File: config.mk
export PLATFORM = sky130hd
export DESIGN_NAME = screen_painter
export DESIGN_NICKNAME = d
export VERILOG_FILES = /design/src/rtl/screen_painter_pkg.sv /design/src/rtl/screen_scan_counter.sv /design/src/rtl/screen_painter.sv
export SDC_FILE = /design/constraint.sdc
export NUM_CORES = 1
export LEC_CHECK = 0
export BUFFER_PORTS_ARGS = -buffer_cell sky130_fd_sc_hd__buf_2
export CAP_MARGIN = 20
export CORE_MARGIN = 2
export CORE_UTILIZATION = 45
export CTS_BUF_LIST = sky130_fd_sc_hd__clkbuf_4 sky130_fd_sc_hd__clkbuf_8
export DETAILED_ROUTE_END_ITERATION = 6
export PLACE_DENSITY = 0.7
export RECOVER_POWER = 25
export SLEW_MARGIN = 20
export SYNTH_ARGS = -nofsm -noshare
export SYNTH_HDL_FRONTEND = slang
export SYNTH_SLANG_ARGS = --single-unit
File: constraint.sdc
create_clock -name clk -period 1.5 [get_ports clk]
set_input_delay 0.3 -clock clk [delete_from_list [all_inputs] [get_ports clk]]
set_output_delay 0.3 -clock clk [all_outputs]
set_load 0.005 [all_outputs]
File: src/rtl/screen_painter_pkg.sv
// Shared constants, screen codes and FSM state encoding for the full-screen painter.
package screen_painter_pkg;

    // Framebuffer geometry (160x120 VGA adapter framebuffer).
    localparam int FB_WIDTH  = 160;
    localparam int FB_HEIGHT = 120;

    // Port widths.
    localparam int ADDR_W = 15;
    localparam int X_W    = 8;
    localparam int Y_W    = 7;
    localparam int COL_W  = 3;

    // Screen codes. SCR_INVALID never matches a decoded target,
    // so it forces a paint.
    localparam logic [2:0] SCR_CLEAR   = 3'd0;
    localparam logic [2:0] SCR_TITLE1  = 3'd1;
    localparam logic [2:0] SCR_TITLE2  = 3'd2;
    localparam logic [2:0] SCR_WIN     = 3'd3;
    localparam logic [2:0] SCR_LOSE    = 3'd4;
    localparam logic [2:0] SCR_INVALID = 3'd7;

    typedef enum logic [1:0] {
        S_IDLE  = 2'd0,
        S_PAINT = 2'd1,
        S_FLUSH = 2'd2,
        S_DONE  = 2'd3
    } state_t;

    // Image ROM select for a screen code: title1=0, title2=1, win=2, lose=3.
    // The clear screen ignores ROM data, so it simply parks on 0.
    function automatic logic [1:0] code_to_sel(input logic [2:0] code);
        logic [1:0] sel;
        sel = 2'd0;
        case (code)
            SCR_TITLE1: sel = 2'd0;
            SCR_TITLE2: sel = 2'd1;
            SCR_WIN:    sel = 2'd2;
            SCR_LOSE:   sel = 2'd3;
            default:    sel = 2'd0;
        endcase
        return sel;
    endfunction

endpackage

File: src/rtl/screen_scan_counter.sv
// Raster scan counters: sx/sy with row wrap, last-pixel flag, and the
// registered ROM address that always equals sy*WIDTH + sx.
module screen_scan_counter
    import screen_painter_pkg::*;
#(
    parameter int WIDTH  = FB_WIDTH,
    parameter int HEIGHT = FB_HEIGHT
) (
    input  logic              clk,
    input  logic              resetn,
    input  logic              clear,
    input  logic              advance,
    output logic [X_W-1:0]    sx,
    output logic [Y_W-1:0]    sy,
    output logic              last,
    output logic [ADDR_W-1:0] rom_addr
);

    logic at_row_end;
    logic at_last_row;

    // Scan position decode.
    always_comb begin
        at_row_end  = (sx == X_W'(WIDTH - 1));
        at_last_row = (sy == Y_W'(HEIGHT - 1));
        last        = at_row_end && at_last_row;
    end

    // Raster counters. The scan is linear, so the address tracks
    // sy*WIDTH + sx by incrementing instead of multiplying, and returns
    // to 0 after the final pixel so it never leaves the framebuffer range.
    always_ff @(posedge clk) begin
        if (!resetn) begin
            sx       <= '0;
            sy       <= '0;
            rom_addr <= '0;
        end else if (clear) begin
            sx       <= '0;
            sy       <= '0;
            rom_addr <= '0;
        end else if (advance) begin
            if (at_row_end) begin
                sx <= '0;
                sy <= at_last_row ? '0 : sy + Y_W'(1);
            end else begin
                sx <= sx + X_W'(1);
            end
            rom_addr <= last ? '0 : rom_addr + ADDR_W'(1);
        end
    end

endmodule

File: src/rtl/screen_painter.sv
// Full-screen painter: decodes the title FSM's screen selects and, whenever
// the selected screen differs from the one last painted, sweeps the whole
// framebuffer from the selected image ROM or with a solid clear colour.
//
// Output handshake: plot is a one-cycle write strobe with x/y/colour valid in
// the same cycle; there is no back-pressure. busy is high from the first
// address cycle through the last plot, and done pulses the cycle after it.
module screen_painter
    import screen_painter_pkg::*;
#(
    parameter int         WIDTH        = FB_WIDTH,
    parameter int         HEIGHT       = FB_HEIGHT,
    parameter logic [2:0] CLEAR_COLOUR = 3'b000
) (
    input  logic              clk,
    input  logic              resetn,
    input  logic              title1,
    input  logic              title2,
    input  logic              winend,
    input  logic              loseend,
    input  logic              titleoff,
    input  logic [COL_W-1:0]  rom_data,
    output logic [ADDR_W-1:0] rom_addr,
    output logic [1:0]        rom_sel,
    output logic [X_W-1:0]    x,
    output logic [Y_W-1:0]    y,
    output logic [COL_W-1:0]  colour,
    output logic              plot,
    output logic              busy,
    output logic              done,
    output state_t            dbg_state
);

    state_t         state_q, state_d;
    logic [2:0]     target_q, target_d;
    logic [2:0]     painted_q;
    logic [2:0]     active_q;
    logic           scan_clear, scan_adv, latch_active, commit_painted;
    logic [X_W-1:0] sx;
    logic [Y_W-1:0] sy;
    logic           scan_last;
    logic [X_W-1:0] px_q;
    logic [Y_W-1:0] py_q;
    logic           pvalid_q;

    screen_scan_counter #(
        .WIDTH  (WIDTH),
        .HEIGHT (HEIGHT)
    ) u_scan (
        .clk      (clk),
        .resetn   (resetn),
        .clear    (scan_clear),
        .advance  (scan_adv),
        .sx       (sx),
        .sy       (sy),
        .last     (scan_last),
        .rom_addr (rom_addr)
    );

    // Priority decode of the screen selects; with nothing selected the
    // previous target is held.
    always_comb begin
        target_d = target_q;
        if (loseend)       target_d = SCR_LOSE;
        else if (winend)   target_d = SCR_WIN;
        else if (title1)   target_d = SCR_TITLE1;
        else if (title2)   target_d = SCR_TITLE2;
        else if (titleoff) target_d = SCR_CLEAR;
    end

    // Target, painted and active screen registers. painted resets to an
    // invalid code so the first decoded target always gets painted.
    always_ff @(posedge clk) begin
        if (!resetn) begin
            target_q  <= SCR_INVALID;
            painted_q <= SCR_INVALID;
            active_q  <= SCR_CLEAR;
        end else begin
            target_q <= target_d;
            if (latch_active)   active_q  <= target_q;
            if (commit_painted) painted_q <= active_q;
        end
    end

    // FSM state register.
    always_ff @(posedge clk) begin
        if (!resetn) state_q <= S_IDLE;
        else         state_q <= state_d;
    end

    // Next state and control strobes. The target is only compared in
    // S_IDLE, so a change mid-sweep waits for the current sweep to finish.
    always_comb begin
        state_d        = state_q;
        scan_clear     = 1'b0;
        scan_adv       = 1'b0;
        latch_active   = 1'b0;
        commit_painted = 1'b0;
        case (state_q)
            S_IDLE: begin
                if (target_q != painted_q) begin
                    latch_active = 1'b1;
                    scan_clear   = 1'b1;
                    state_d      = S_PAINT;
                end
            end
            S_PAINT: begin
                scan_adv = 1'b1;
                if (scan_last) state_d = S_FLUSH;
            end
            S_FLUSH: begin
                state_d = S_DONE;
            end
            S_DONE: begin
                commit_painted = 1'b1;
                state_d        = S_IDLE;
            end
            default: state_d = S_IDLE;
        endcase
    end

    // One-stage pixel pipeline aligned with the synchronous ROM read.
    always_ff @(posedge clk) begin
        if (!resetn) begin
            px_q     <= '0;
            py_q     <= '0;
            pvalid_q <= 1'b0;
        end else begin
            px_q     <= sx;
            py_q     <= sy;
            pvalid_q <= (state_q == S_PAINT);
        end
    end

    // Output drive: pixel from the pipeline register, colour from the ROM
    // (or the clear colour), status straight from the state.
    always_comb begin
        x         = px_q;
        y         = py_q;
        plot      = pvalid_q;
        colour    = '0;
        if (pvalid_q)
            colour = (active_q == SCR_CLEAR) ? CLEAR_COLOUR : rom_data;
        rom_sel   = code_to_sel(active_q);
        busy      = (state_q == S_PAINT) || (state_q == S_FLUSH);
        done      = (state_q == S_DONE);
        dbg_state = state_q;
    end

endmodule

# Word-level counts from Yosys, hierarchy flattened
# Cells that the tools add are included.
[classes] eq_ne=11 n_reduce_logical=10 n_mux=18 n_addsub=3 bitwise_logic=1
[op_table] op="$mux W3" n=6
[op_table] op="$add A15 B1 Y15 const B" n=1
[op_table] op="$mux W15" n=1
[op_table] op="$add A8 B1 Y8 const B" n=1
[op_table] op="$eq A8 B8 Y1 const B" n=1
[op_table] op="$mux W8" n=1
[op_table] op="$pmux W2 S4" n=1
[op_table] op="$add A7 B1 Y7 const B" n=1
[op_table] op="$eq A7 B7 Y1 const B" n=1
[op_table] op="$mux W7" n=1
[op_table] op="$eq A3 B2 Y1 const B" n=2
[op_table] op="$mux W2" n=3
[op_table] op="$pmux W2 S3" n=1
[op_table] op="$reduce_bool A5 Y1" n=1
[op_table] op="$eq A2 B2 Y1 const B" n=2
[op_table] op="$mux W1" n=4
[op_table] op="$reduce_and A2 Y1" n=2
[op_table] op="$reduce_bool A4 Y1" n=1
[op_table] op="$reduce_or A2 Y1" n=2
[op_table] op="$eq A3 B3 Y1 const B" n=1
[op_table] op="$logic_not A3 Y1" n=1
[op_table] op="$ne A3 B3 Y1" n=1
[op_table] op="$eq A2 B1 Y1 const B" n=1
[op_table] op="$logic_not A2 Y1" n=1
[op_table] op="other kinds (5)" n=5
[totals] inputBits=10 output_inout_bits=40 word_cells=54 reg_bits=57

# Longest topological paths before layout
# Gate-level depths: netlist (run 1).
[logic_depth] word_depth=5 ltp_mapped=7 mapped_depth_nobuf=6

# Cells and area by module
# From an unflattened synthesis (run 1), not the netlist that was laid out.
[unflattened] hier_cells=255 hier_area_um2=2392.3
[modules_own_cells] module="screen_scan_counter" area_per_inst_um2=1386.3 cells_each=156 instances=1
[modules_own_cells] module="screen_painter" area_per_inst_um2=1006.0 cells_each=99 instances=1

# Worst setup path after synthesis (run 1)
# No wires, ideal clock.
[synth_timing] path_type="register to register" from="register state_q[1], in the netlist dbg_state[1]" to="register u_scan.rom_addr[13]" n_path_buf=1 period_less_slack_ns=1.667 path_slack_ns=-0.167 t_required_ns=1.428 arrival_time_ns=1.595 stages_incl_launch_ff=8 path_cell_list="dfxtp_1 inv_1 ha_1 and4_1 buf_4 nand2_1 or4_1 a21oi_1"
[synth_lines] item="start, declared" line="screen_painter.sv:34" rtl="state_t state_q, state_d;"
[synth_lines] item="start signal, assigned" line="screen_painter.sv:88" rtl="else state_q <= state_d;"
[synth_lines] item="$eq A2 B1 Y1" line="screen_painter.sv:99" rtl="case (state_q)"
[synth_lines] item="$mux W1" line="screen_painter.sv:99"
[synth_lines] item="via scan_adv" line="screen_painter.sv:38" rtl="logic scan_clear, scan_adv, latch_active, commit_painted;"
[synth_lines] item="end signal, assigned" line="screen_scan_counter.sv:48" rtl="rom_addr <= last ? '0 : rom_addr + ADDR_W'(1);"
[synth_lines] item="end, declared" line="screen_scan_counter.sv:16" rtl="output logic [ADDR_W-1:0] rom_addr"
# The timed path passes the listed nets, and every way through them passes these cells.
# A chain may end at the register's enable or synchronous reset.

# Worst setup path after layout (run 1)
[layout_timing] from="register active_q[1]" to="output port colour[2]"
[layout_via] elab_chain_len=3
[layout_rtl] item="start, declared" line="screen_painter.sv:37" rtl="logic [2:0] active_q;"
[layout_rtl] item="start signal, assigned" line="screen_painter.sv:80" rtl="if (latch_active) active_q <= target_q;"
[layout_rtl] item="$logic_not A3 Y1" line="screen_painter.sv:143" rtl="colour = (active_q == SCR_CLEAR) ? CLEAR_COLOUR : rom_data;"
[layout_rtl] item="$mux W3" line="screen_painter.sv:143"
[layout_rtl] item="$mux W3" line="screen_painter.sv:142" rtl="if (pvalid_q)"
[layout_rtl] item="end, declared" line="screen_painter.sv:27" rtl="output logic [COL_W-1:0] colour,"
# Every way passes these cells.

==> impl_metrics.yaml, run 1 <==
cts:
  cts_tree: "done"
  clock-sinks: 57
  cts.hold.buffers_added: 0
  htreeDepth: 3
  cts_root_buf: "clkbuf_8"
  clk_latency_ps: 330
  clk_pin_slew_ps: 60
  cts_inserted_buffers: 9
  clockBufferDepth: 2
critical_path:
  required_ps: 1200
  path_max_fanout: 3
  cp-end-kind: "output port"
  cp_num_buf_inv: 1
  critical_path.top_delay_family: "flip-flops"
  start_kind: "flop"
  crit_chain: "o31a_1, and2_1, buf_2"
  cp_slowest_cell: "dfxtp_4"
  cp.arrival_ps: 1220
  worstSetupPathType: "flop to output port"
  critPathMaxStageDelay_ps: 340
run_status:
  violations: "setup timing"
  status: "finished, violations left"
synth:
  yosys.area_share.simple_pct: 24.7
  syn_avg_cell_area_um2: 9.38
  syn_nets: 270
  synthMuxAreaShare_pct: 2.95
  ys_seq_area_share_pct: 48.1
  ys_seq_elements: 57
  synth_top_family_by_area: "simple AND/OR/NAND/NOR gates"
  yosysTopAreaCell: "dfxtp_1"
  syn_area_um2: 2370
  syn_inst: 253
  synth-adder-area-share_pct: 3.69
  ys_types: 37
  synth_xor_area_share_pct: 9.60
  synth-compound-area-share_pct: 8.12
  yosysTopAreaCellShare_pct: 48.1
  yosys_warnings: 0
  ys_top_cells_by_area: "dfxtp_1 (48%), xor2_1 (5.9%), nor2_1 (5.5%)"
finish:
  nFillCells: 441
  final_area_um2: 3290
  fin_cells: 419
  drive_above_1_share_pct: 35.5
  antenna_cells: 0
  finalNetCount: 362
  synthToLayoutAreaGrowth_pct: 38.6
place:
  globalplace.congestion: 0.846
  portBuffers: 49
  pre_cts_slack_ps: -41.9
  dp_hpwl_mm: 3.77
  place_inst: 398
  placed_cell_area_um2: 2990
detailed_routing:
  drtIter0Drc: 88
  drtPass1Iterations: 4
  ant_nets: 0
  drt_wl_total_mm: 5.25
  drcViolationCount: 0
  via_per_inst: 4.99
  routedWlPerCell_um: 12.5
  vias: 2090
run:
  drv_cap: 0
floorplanning:
  placementRows: 26
  io-pin-count: 50
  die_y_um: 76.6
  initial_utilization_pct: 46.4
  die_x_um: 76.6
  fp.dieArea_um2: 5870
  core_area_um2: 5110
timing:
  finalWorstSetupSlack_ps: -21.9
  clock_skew_ps: 10.8
  finalSetupTns_ps: -61.8
  hold_viol_final: 0
  period_minus_slack_ps: 1520
  rsz0062_at_grt: "true"
  setup_viol: 3
  worstMarginPinSlew_ps: 806
  fin_crit_sh_pct: 101
  max_slew_margin_pct: 46.3
  slew_viol_final: 0
  fmaxAchievable_ghz: 0.657
pwr:
  p_sw_mw: 1.26
  p_per_area_nw_per_um2: 1320
  power.leakage_nw: 1.39
  total_power_mw: 4.36
  p_clk_share_pct: 32.8
  switching_share_pct: 28.9
  intPower_mw: 3.10
  seqPwrFrac_pct: 39.5
  peakVddDrop_v: 0.00102
  combinationalPowerShare_pct: 27.7
global_routing:
  overflow: 0
  grt_pass1_vias: 1995
  grt_usage_pct: 19.0
  grt_pass1_wl_mm: 8.77
  grt_antenna_before_repair: 0
  grt_max_degree: 21
hold_path:
  min_path_type: "primary input to flop"
-- layout make-up --
| cell class | count | area (µm²) | area share (%) |
|---|---|---|---|
| clock buffers | 12 | 159 | 4.83 |
| repair buffers | 90 | 542 | 16.5 |
| inverters | 5 | 18.8 | 0.571 |
| well taps | 70 | 87.6 | 2.66 |
| clock inverters | 3 | 40.0 | 1.22 |
| multi-input cells | 182 | 1290 | 39.2 |
| flip-flops and latches | 57 | 1150 | 35.1 |
-- path summary, 6_finish.rpt --
path | slack [ps] | startpoint | endpoint | cells after the start
worst min-delay path | 190 | loseend | target_q[1] | 2
worst max register to register | 0 | dbg_state[1] | u_scan.rom_addr[13] | 6
worst min register to register | 490 | painted_q[1] | painted_q[1] | 2
worst max-delay path | -20 | active_q[1] | colour[2] | 3
-- state kept, by name, summed over array words and instances, names as in the netlist --
name	count
active_q	3
dbg_state	2
painted_q	3
plot	1
target_q	3
u_scan.rom_addr	15
u_scan.sx	8
u_scan.sy	7
x	8
y	7
-- repair_timing --
action / in CTS / in global routing
endpoints found under the setup margin: 7 / 14
pin swaps: 6 / 4
gates resized for setup: 11 / 18
buffers inserted: 4 / 2
-- worst register-to-register path: stages, from the launching register on --
cell and delay [ps]:
dfxtp_2 330, inv_2 70, ha_4 150, and4_1 190
nand2_1 70, or4_1 480, a21oi_1 130
-- kinds of logic (layout without fill, tap and decap cells) --
family / count (synthesis) / after routing
adder cells (fa/ha/maj): 7 / 7
AND/OR/NAND/NOR: 116 / 116
buffers and inverters: 14 / 110
AO/OA/AOI/OAI: 26 / 26
flip-flops: 57 / 57
XOR/XNOR: 26 / 26
multiplexers: 7 / 7
-- metal layers --
layer	global-route usage [%]	up-vias	share of wire (%)
met1	21.1	982	44
li1	-	1051	-
met2	32.8	45	49
met3	4.62	12	4.0
met5	0	-	0
met4	11.3	0	2.3
-- cells in the final DEF (no fill, tap or decap), types with 4 or more instances in the layout --
master and instances:
dfxtp_2 4, mux2i_1 7, nand2_1 24, clkbuf_8 11
buf_4 30, nand4_1 14, xor2_1 16, dfxtp_1 51
and2_1 16, nand3_1 4, buf_2 47, clkbuf_1 11
xnor2_1 10, a21oi_2 4, and3_1 5, inv_1 4
nor2_1 34, a21oi_1 5
-- stage by stage --
stage               hold WS, ps  util [%]
global placement            471      58.5
finish                      192      64.4
detailed placement          476      58.5
CTS                         176      63.6
global route                205      64.4
floorplan                   411         -
-- cells in the mapped netlist, drive strengths merged --
library cell	number
a211oi	2
a21boi	1
a21oi	9
a22oi	1
a311o	1
a41oi	3
and2	18
and3	6
and4	3
and4bb	1
buf	5
clkbuf	4
dfxtp	57
ha	7
inv	5
mux2i	7
nand2	24
nand2b	1
nand3	6
nand3b	1
nand4	14
nor2	35
nor2b	1
nor3	3
nor4	1
o211ai	1
o21a	1
o21ai	3
o31a	2
o31ai	2
or3b	1
or4	1
xnor2	10
xor2	16
-- power groups by stage --
stage	Sequential, mW	Clock (mW)	Combinational, mW
6_report	1.72	1.43	1.21
5_1_grt	1.74	1.53	1.33
4_1_cts	1.72	1.47	1.19
3_5_place_dp	1.76	0	1.12
3_3_place_gp	1.76	0	1.10
2_1_floorplan	1.76	0	0.641
(Power assumes the default switching activity.)
==> run 2, diff against run 1 <==
- CORE_ASPECT_RATIO: not set -> 1.25
- SYNTH_HIERARCHICAL: not set -> 1
==> impl_metrics.yaml, run 2 <==
detailed_routing:
  routedWlPerCell_um: 14.0
  vias: 2222
  drt_wl_total_mm: 5.97
  ant_nets: 0
  drtPass1Iterations: 4
  drcViolationCount: 0
  drtIter0Drc: 91
  via_per_inst: 5.19
global_routing:
  grt_use_met2_pct: 34.9
  grt_antenna_before_repair: 0
  grt_pass1_vias: 2048
  grt_pass1_wl_mm: 9.08
  use_met3_pct: 6.58
  overflow: 0
  grt.busiest_layer: "met2"
  grt_use_met1_pct: 20.0
  grt_max_degree: 17
  grt_usage_pct: 19.4
place:
  globalplace.congestion: 0.794
  dp_hpwl_mm: 3.87
  pre_cts_slack_ps: -239
  portBuffers: 49
critical_path:
  cp.arrival_ps: 1860
  path_max_fanout: 3
  start_kind: "flop"
  crit_chain: "ha_4, and4bb_2, nand3_4, buf_6, or3_1, a21oi_1"
  required_ps: 1750
  cp-end-kind: "flop"
  critPathMaxStageDelay_ps: 350
  cp_slowest_cell: "dfxtp_2"
  worstSetupPathType: "flop to flop"
timing:
  fin_crit_sh_pct: 107
  slew_viol_final: 0
  fmaxAchievable_ghz: 0.623
  setup_viol: 11
  finalWorstSetupSlack_ps: -106
  clock_skew_ps: 10.1
  hold_viol_final: 0
  period_minus_slack_ps: 1610
  max_slew_margin_pct: 76.2
  rsz0062_at_grt: "true"
  worstMarginPinSlew_ps: 356
  timing.hold.ws_ps: 181
  finalSetupTns_ps: -382
synth:
  async_reset_ff_share_pct: 0
  synth.most_common_cell: "dfxtp_1"
  syn_nets: 272
  ys_top_cells_by_area: "dfxtp_1 (48%), and2_1 (5.0%), nor2_1 (4.9%)"
  synth_flop_cell: "dfxtp_1"
  syn_area_um2: 2390
  yosysTopAreaCell: "dfxtp_1"
  synth_common_cells: "dfxtp_1 (57), nor2_1 (31), and2_1 (19)"
  synth_edf_count: 0
  ys_seq_area_share_pct: 47.7
  syn_avg_cell_area_um2: 9.38
  ys_seq_elements: 57
  yosys_warnings: 6
  ys_types: 41
  yosysTopAreaCellShare_pct: 47.7
  syn_inst: 255
finish:
  synthToLayoutAreaGrowth_pct: 50.0
  final_cell_mix: "buf_4 (50), buf_2 (48), dfxtp_1 (47)"
  final_common_cell: "buf_4"
  largest_register: "u_scan/rom_addr"
  drive_above_1_share_pct: 45.6
  nFillCells: 372
  antenna_cells: 0
  finalNetCount: 379
  largest_register_ffs: 15
cts:
  clk_pin_slew_ps: 70
  clockBufferDepth: 2
  clock-sinks: 57
  cts_root_buf: "clkbuf_8"
  clk_latency_ps: 330
  cts_inserted_buffers: 9
  cts.hold.buffers_added: 0
  cts_tree: "done"
  htreeDepth: 3
floorplanning:
  fp.dieArea_um2: 5920
  die_x_um: 69.2
  placementRows: 29
  initial_utilization_pct: 46.8
  die_y_um: 85.5
  core_area_um2: 5120
  io-pin-count: 50
pwr:
  p_per_area_nw_per_um2: 1260
  peakVddDrop_v: 0.00127
  power.leakage_nw: 1.56
run_status:
  violations: "setup timing"
  status: "finished, violations left"
run:
  drv_cap: 0
hold_path:
  min_path_type: "primary input to flop"
-- run 2: layout make-up --
cell class	instances	area (µm²)	area share (%)
clock buffers	12	159	4.43
clock inverters	3	40.0	1.12
inverters	9	36.3	1.01
multi-input cells	181	1420	39.6
flip-flops and latches	57	1160	32.4
well taps	62	77.6	2.16
repair buffers	104	692	19.3
-- run 2: metal layers --
metal	wire [µm]	vias to the layer above
li1	-	1086
met1	2290	1061
met2	3260	60
met3	265	15
met4	157	0
met5	0	-
-- run 2: cell families after synthesis --
logic type      after synthesis  synth area share [%]
compound gates               25                  7.27
simple gates                118                  26.8
xor+xnor                     25                  9.15
buf+inv                      17                  2.93
flops                        57                  47.7
fa+ha+maj                     7                  3.66
mux                           6                  2.51
-- run 2: power breakdown --
part	switching [mW]	internal [mW]	total [mW]
Sequential	0.102	1.64	1.74
Combinational	0.623	0.706	1.33
Clock	0.585	0.861	1.45
Total	1.31	3.21	4.52
-- run 2: per-stage QoR --
stage	area (µm²)	total power, mW	cells	util, %
after floorplan	2460	2.35	255	-
after global placement	3040	2.71	399	59.4
after detailed placement	3040	2.73	399	59.4
after CTS	3350	4.30	420	65.5
after global routing	3590	4.73	428	70.1
final	3590	4.52	428	70.1
-- run 2: path summary, 6_finish.rpt --
| check | cells after the start | startpoint | slack (ps) | end |
|---|---|---|---|---|
| worst max register to register | 6 | u_scan/sx[0] | -110 | u_scan/sy[3] |
| worst max-delay path | 6 | u_scan/sx[0] | -110 | u_scan/sy[3] |
| worst min register to register | 2 | painted_q[2] | 490 | painted_q[2] |
| worst min-delay path | 2 | loseend | 180 | target_q[1] |
-- run 2: worst max-delay path: cells and delay by family, from the launching register on --
family	cells	cell delay, ps
AOI/OAI and AO/OA	1	180
DFF	1	350
buffers and inverters	1	130
and+or+nand+nor	3	730
adders and majority gates	1	140
-- run 2: repair_timing --
| item | CTS | global route |
|---|---|---|
| setup endpoints to repair | 24 | 38 |
| pin swaps | 13 | 8 |
| setup buffers | 6 | 10 |
| resized for setup | 12 | 36 |
==> run 3, diff against run 2 <==
- GPL_TIMING_DRIVEN: not set -> 0
==> impl_metrics.yaml, run 3 (synthesized netlist as in run 2, its figures left out) <==
run_status:
  status: "finished, violations left"
  violations: "setup timing"
detailed_routing:
  routedWlPerCell_um: 14.0
  drt_wl_total_mm: 5.83
  via_per_inst: 5.18
  drtPass1Iterations: 4
  drcViolationCount: 0
  drtIter0Drc: 51
  ant_nets: 0
  vias: 2158
critical_path:
  required_ps: 1770
  cp.arrival_ps: 1890
  r2r_cells: 6
  cp_slowest_cell: "or4_4"
  crit_chain: "ha_4, and4bb_2, buf_6, nand3_4, or4_4, a21oi_2"
  start_kind: "flop"
  cp_num_buf_inv: 1
  cp.depth: 6
  path_max_fanout: 8
  cp-end-kind: "flop"
  critical_path.top_delay_family: "simple AND/OR/NAND/NOR gates"
  critPathMaxStageDelay_ps: 430
  worstSetupPathType: "flop to flop"
run:
  drv_cap: 0
timing:
  fin_crit_sh_pct: 108
  max_slew_margin_pct: 71.2
  clock_skew_ps: 8.26
  slew_viol_final: 0
  hold_viol_final: 0
  rsz0062_at_grt: "true"
  timing.hold.ws_ps: 168
  period_minus_slack_ps: 1620
  finalSetupTns_ps: -1170
  fmaxAchievable_ghz: 0.616
  setup_viol: 22
  finalWorstSetupSlack_ps: -124
  worstMarginPinSlew_ps: 433
global_routing:
  grt_max_degree: 11
  overflow: 0
  grt_pass1_vias: 1947
  grt_pass1_wl_mm: 8.81
  grt_usage_pct: 19.0
  grt_antenna_before_repair: 0
hold_path:
  min_path_cells: 2
  min_path_type: "primary input to flop"
pwr:
  p_per_area_nw_per_um2: 1320
  peakVddDrop_v: 0.000651
  power.leakage_nw: 1.51
cts:
  clockBufferDepth: 2
  clk_pin_slew_ps: 60
  clock-sinks: 57
  clk_latency_ps: 330
  htreeDepth: 3
  cts_root_buf: "clkbuf_8"
  cts_inserted_buffers: 9
  cts_tree: "done"
finish:
  largest_register: "u_scan/rom_addr"
  synthToLayoutAreaGrowth_pct: 50.7
  finalNetCount: 367
  antenna_cells: 0
  largest_register_ffs: 15
  nFillCells: 396
  regArea_um2: 1180
  multi_input_area_um2: 1480
  final_cell_mix: "buf_2 (49), dfxtp_1 (44), buf_4 (29)"
  final_common_cell: "buf_2"
  drive_above_1_share_pct: 47.6
floorplanning:
  io-pin-count: 50
  die_x_um: 69.2
  core_area_um2: 5120
  die_y_um: 85.5
  placementRows: 29
  initial_utilization_pct: 46.8
  fp.dieArea_um2: 5920
place:
  portBuffers: 49
  dp_hpwl_mm: 3.46
  pre_cts_slack_ps: -292
  globalplace.congestion: 0.812
run 3: cell count changes in the layout (fill, tap and decap cells not counted), sizes merged:
cell      delta
bufinv       +1
clkinvlp     +1
clkbuf       +2
buf         -15
run 3: final cells by class:
class / count / share of cell area, %
well taps: 62 / 2.15
plain buffers: 8 / 1.49
multi-input cells: 181 / 41.0
repair buffers: 84 / 15.3
flip-flops and latches: 57 / 32.7
clock buffers: 11 / 4.20
clock inverters: 5 / 2.15
inverters: 9 / 1.01
run 3: worst paths after layout:
kind                start           end  slack, ps
min reg2reg   target_q[2]   active_q[2]        490
min               loseend   target_q[1]        170
max reg2reg  u_scan/sx[1]  u_scan/sy[6]       -120
max          u_scan/sx[1]  u_scan/sy[6]       -120
run 3: what timing repair did:
action                     in CTS  in global routing
pin swaps                      19                 32
buffers inserted               19                 17
gates resized for setup        24                 59
gates cloned                    1                  1
hold buffers                    0                  0
setup endpoints to repair      36                 35
run 3: power by group:
part | leakage [nW] | switching (mW) | total, mW | internal (mW)
combinational | 0.930 | 0.643 | 1.40 | 0.756
sequential | 0.469 | 0.123 | 1.77 | 1.65
clock | 0.115 | 0.588 | 1.61 | 1.02
run 3: per-layer routing:
layer	vias up	GRT usage (%)	part of all wire (%)
met3	4	5.05	4.8
met2	56	32.4	54
met1	1033	21.1	41
met4	0	11.4	0.87
li1	1065	-	-
met5	-	0	0
run 3: metrics by stage:
stage	area [µm²]	util [%]	std cells	total power [mW]
3_3_place_gp	2780	54.4	366	2.59
6_report	3610	70.5	417	4.77
2_1_floorplan	2460	-	255	2.35
4_1_cts	3250	63.5	401	4.47
5_1_grt	3610	70.5	417	5.01
3_5_place_dp	2780	54.4	366	2.61
run 3: worst reg2reg max path, cell delays in order, from the launching register on:
cell and delay, ps:
dfxtp_4 360, ha_4 130, and4bb_2 280, buf_6 120, nand3_4 110, or4_4 440, a21oi_2 130
